`src/rtl/rot_share_ctrl.sv`:
```
// Two-requester round-robin sequencer for a shared load/rotate-right shifter.
// Optional macro ROT_SHARE_LEFT_EN adds per-job rotate-left direction inputs.
module rot_share_ctrl #(
  parameter  int N  = 8,
  localparam int AW = $clog2(N)
) (
  input  logic          clock,
  input  logic          reset,
  input  logic          req_a,
  input  logic [N-1:0]  data_a,
  input  logic [AW-1:0] amt_a,
  input  logic          req_b,
  input  logic [N-1:0]  data_b,
  input  logic [AW-1:0] amt_b,
`ifdef ROT_SHARE_LEFT_EN
  input  logic          dir_a,
  input  logic          dir_b,
`endif
  output logic          gnt_a,
  output logic          gnt_b,
  output logic          sh_load,
  output logic          sh_shift_ena,
  output logic [N-1:0]  sh_inp,
  input  logic [N-1:0]  sh_outp,
  output logic          busy,
  output logic          res_valid,
  output logic [N-1:0]  res_data,
  output logic          res_id
);

  typedef enum logic [1:0] {S_IDLE, S_LOAD, S_SHIFT, S_DONE} state_t;

  state_t        state_reg, state_next;
  logic          last_gnt_reg, last_gnt_next;  // 0 = A, 1 = B
  logic          id_reg, id_next;
  logic [N-1:0]  data_reg, data_next;
  logic [AW-1:0] amt_reg, amt_next;
  logic [AW-1:0] cnt_reg, cnt_next;
  logic          pick_b;

  // Only reachable for non-power-of-2 N, where AW bits can exceed N-1.
  function automatic logic [AW-1:0] clamp_amt(input logic [AW-1:0] a);
    logic [AW:0] ext;
    ext = {1'b0, a};
    if (ext > (AW+1)'(N - 1))
      return AW'(N - 1);
    return a;
  endfunction

`ifdef ROT_SHARE_LEFT_EN
  // Rotating left by k equals rotating right by (N - k) mod N.
  function automatic logic [AW-1:0] eff_amt(input logic [AW-1:0] a, input logic dir);
    logic [AW-1:0] c;
    logic [AW:0]   diff;
    c    = clamp_amt(a);
    diff = (AW+1)'(N) - {1'b0, c};
    if (!dir || c == '0)
      return c;
    return diff[AW-1:0];
  endfunction
`endif

  always_ff @(posedge clock or negedge reset) begin
    if (!reset) begin
      state_reg    <= S_IDLE;
      last_gnt_reg <= 1'b1;
      id_reg       <= 1'b0;
      data_reg     <= '0;
      amt_reg      <= '0;
      cnt_reg      <= '0;
    end else begin
      state_reg    <= state_next;
      last_gnt_reg <= last_gnt_next;
      id_reg       <= id_next;
      data_reg     <= data_next;
      amt_reg      <= amt_next;
      cnt_reg      <= cnt_next;
    end
  end

  // B wins when it is alone, or on contention when A was granted last.
  assign pick_b = req_b && (!req_a || !last_gnt_reg);

  always_comb begin
    state_next    = state_reg;
    last_gnt_next = last_gnt_reg;
    id_next       = id_reg;
    data_next     = data_reg;
    amt_next      = amt_reg;
    cnt_next      = cnt_reg;
    case (state_reg)
      S_IDLE: begin
        if (req_a || req_b) begin
          id_next   = pick_b;
          data_next = pick_b ? data_b : data_a;
`ifdef ROT_SHARE_LEFT_EN
          amt_next  = pick_b ? eff_amt(amt_b, dir_b) : eff_amt(amt_a, dir_a);
`else
          amt_next  = pick_b ? clamp_amt(amt_b) : clamp_amt(amt_a);
`endif
          if (req_a && req_b)
            last_gnt_next = pick_b;
          state_next = S_LOAD;
        end
      end
      S_LOAD: begin
        cnt_next   = amt_reg;
        state_next = (amt_reg != '0) ? S_SHIFT : S_DONE;
      end
      S_SHIFT: begin
        cnt_next = cnt_reg - 1'b1;
        if (cnt_reg == AW'(1))
          state_next = S_DONE;
      end
      S_DONE: begin
        state_next = S_IDLE;
      end
      default: begin
        state_next = S_IDLE;
      end
    endcase
  end

  // All outputs decode from registered state so requests never reach them combinationally.
  assign busy         = (state_reg != S_IDLE);
  assign gnt_a        = (state_reg == S_LOAD) && !id_reg;
  assign gnt_b        = (state_reg == S_LOAD) && id_reg;
  assign sh_load      = (state_reg == S_LOAD);
  assign sh_shift_ena = (state_reg == S_LOAD) || (state_reg == S_SHIFT);
  assign sh_inp       = (state_reg == S_LOAD) ? data_reg : '0;
  assign res_valid    = (state_reg == S_DONE);
  assign res_data     = (state_reg == S_DONE) ? sh_outp : '0;
  assign res_id       = (state_reg == S_DONE) && id_reg;

endmodule
```
`config.mk`:
```
export PLATFORM = sky130hd
export DESIGN_NAME = rot_share_ctrl
export DESIGN_NICKNAME = d
export VERILOG_FILES = /design/src/rtl/rot_share_ctrl.sv
export SDC_FILE = /design/constraint.sdc
export NUM_CORES = 1
export LEC_CHECK = 0
export CAP_MARGIN = 5
export CELL_PAD_IN_SITES_DETAIL_PLACEMENT = 1
export CELL_PAD_IN_SITES_GLOBAL_PLACEMENT = 2
export CORE_UTILIZATION = 23
export CTS_BUF_LIST = sky130_fd_sc_hd__clkbuf_8
export CTS_CLUSTER_SIZE = 14
export DETAILED_ROUTE_END_ITERATION = 10
export PLACE_DENSITY_LB_ADDON = 0.15
export SKIP_LAST_GASP = 1
export SYNTH_ARGS = -nofsm -noshare
export SYNTH_HDL_FRONTEND = slang
export SYNTH_SLANG_ARGS = --single-unit
```
`constraint.sdc`:
```
create_clock -name clock -period 4.3 [get_ports clock]
set_input_delay 0.645 -clock clock [delete_from_list [all_inputs] [get_ports clock]]
set_output_delay 0.645 -clock clock [all_outputs]
set_load 0.02 [all_outputs]
```
==> impl_metrics.yaml <==
outcome:
  status: "complete, but fails checks"
  violations: "DRC"
routing:
  route.detailed.drc: 11
  dr.pass1.iters: 7
  drtAntennaViolNets: 0
  wire_per_inst_um: 13.8
  drt-initial-drc-count: 30
  via_per_inst: 4.70
  routed_wirelength_um: 3210
  num_vias: 1095
synth:
  syn_area_um2: 1090
  postSynthNetCount: 166
  post_synth_xor_area_fraction_pct: 0.806
  synth_cell_type_count: 32
  synthFlopType: "dfrtp_1"
  yosys-top-cells-area: "dfrtp_1, a21oi_1, and2_1"
  synth_area_per_cell_um2: 8.62
  synth_top_area_share_pct: 39.2
  synthArstFlopShare_pct: 100
  yosysWarnings: 0
  ys_ff_latch: 18
  synth_common_cells: "a21oi_1, and2_1, dfrtp_1"
  synth-simple-area-share_pct: 24.8
  synth_top_family_by_area: "simple AND/OR/NAND/NOR gates"
  synth_top_cell_by_area: "dfrtp_1"
  synth_cells: 126
  synth_most_common_cell: "a21oi_1"
  synth-adder-area-share_pct: 6.91
  synth-compound-area-share_pct: 18.5
  synth-edff-count: 0
  yosysSeqAreaShare_pct: 41.6
  synth_mux_area_share_pct: 1.96
floorplanning:
  die_x_um: 70.7
  initial_core_util_pct: 24.4
  core-area_um2: 4440
  io_pins: 57
  dieArea_um2: 5000
  die_y_um: 70.7
  rows: 24
job:
  max_cap_viol_count: 0
clocking:
  holdBufCountCts: 0
  insertion_delay_ns: 0.25
  clock_path_buffers: 2
  cts_tree: "done"
  htreeDepth: 1
  cts_sinks: 18
  post_cts_resized: 0
  path_clk_slew_ns: 0.07
  post_cts_buffers: 0
  cts_root_buf: "clkbuf_8"
  numCtsBuffers: 3
timing:
  worst-slew-pin-transition_ns: 0.841
  report.final.hold_viol_count: 0
  fmax_ghz: 0.381
  slew_viol_final: 0
  relSlewSlack_pct: 43.7
  rsz0062_at_grt: "no"
  clock_skew_ns: 0.00205
  fin_setup_tns_ns: 0
  setup_viol: 0
  fin_crit_ns: 2.62
  timing.final.crit_share_pct: 61.0
place:
  dp_hpwl_um: 2440
  portBuffers: 56
  gp_congestion: 0.767
global_route:
  antenna_found_initial: 0
  grt.total_usage_pct: 13.9
  grt_pass1_vias: 1139
  grt-ovfl-total: 0
  grt_max_degree: 19
  grt_pass1_wl_um: 5520
power:
  pwr_density_cell_nw_per_um2: 686
  ir_worst_vdd_mv: 0.193
  cellLeakagePower_nw: 0.727
cells_and_area:
  drive_gt1_share_pct: 4.97
  syn2layout_area_growth_pct: 59.7
  largest_register_ff_count: 8
  antenna_cells: 0
  post-route-util_pct: 39.0
  nNetsFinal: 222
worst_setup_path:
  crit_arrival_ns: 1.98
  required_ns: 3.65
  worst_setup_path_end_kind: "primary output"
  startpoint_type: "register"
  rr_worst_depth: 5
  crit_type: "register to primary output"
  worstPathMaxFanout: 12
min_path:
  hold_depth: 1
  hold_path.class: "register to register"
## metal layers
layer / routed length [um] / GRT usage, % / share of wire [%]
met1: 1450 / 16.9 / 45
met2: 1510 / 24.4 / 47
met3: 224 / 2.85 / 7.0
met4: 29 / 4.67 / 0.90
met5: 0 / 0 / 0
## report_power, final
| part | internal (mW) | switching [mW] | leakage (nW) |
|---|---|---|---|
| clock | 0.0814 | 0.0615 | 0.0288 |
| sequential | 0.263 | 0.0567 | 0.202 |
| combinational | 0.341 | 0.386 | 0.496 |
## placed cells by master, fill, tap and decap left out, types with 2 or more instances in the layout
cell type | Yosys | final
clkdlybuf4s50_1 | 0 | 56
o21ai_0 | 2 | 2
inv_1 | 7 | 7
and3_1 | 2 | 2
nand2b_1 | 2 | 2
ha_1 | 6 | 6
and2_1 | 18 | 18
a21oi_1 | 23 | 23
dfrtp_1 | 17 | 17
nand3_1 | 3 | 3
nor2_1 | 12 | 12
a22oi_1 | 2 | 2
clkbuf_8 | 0 | 4
nand2_1 | 12 | 12
## area by class of cell
type,instances,area [um^2]
Timing Repair Buffer,56,561
Clock buffer,4,55.1
Sequential cell,18,452
Multi-Input combinational cell,96,576
Tap cell,52,65.1
Inverter,7,26.3
Fill cell,533,2710
## kinds of logic after synthesis
kind of cell             count (synthesis)
adder cells (fa/ha/maj)                  6
flip-flops                              18
multiplexers                             2
AO/OA/AOI/OAI                           34
buffers and inverters                   12
AND/OR/NAND/NOR                         53
XOR/XNOR                                 1
## critical path: stages, from the launching register on
cell and delay, ns:
dfrtp_1 0.43, inv_1 0.10, ha_1 0.39, and2_1 0.20, clkdlybuf4s50_1 0.60
## stage by stage
| stage | std cells | total power, mW | hold slack [ns] | area (um^2) | setup WS, ns |
|---|---|---|---|---|---|
| 2_1_floorplan | 126 | 0.771 | 0.349 | 1090 | 2.32 |
| 3_3_place_gp | 229 | 1.05 | 0.494 | 1680 | 1.83 |
| 3_5_place_dp | 229 | 1.06 | 0.498 | 1680 | 1.82 |
| 4_1_cts | 233 | 1.21 | 0.513 | 1730 | 1.64 |
| 5_1_grt | 233 | 1.29 | 0.536 | 1730 | 1.54 |
| 6_report | 233 | 1.19 | 0.506 | 1730 | 1.68 |
## worst paths after layout
check	from	endpoint	slack, ns
max in group asynchronous	reset	id_reg	2.91
min in group asynchronous	reset	cnt_reg[2]	0.87
min reg2reg	last_gnt_reg	last_gnt_reg	0.51
max	state_reg[1]	sh_inp[0]	1.68
max reg2reg	state_reg[1]	state_reg[0]	2.66
min	last_gnt_reg	last_gnt_reg	0.51
Power figures use the tool's default switching activity.
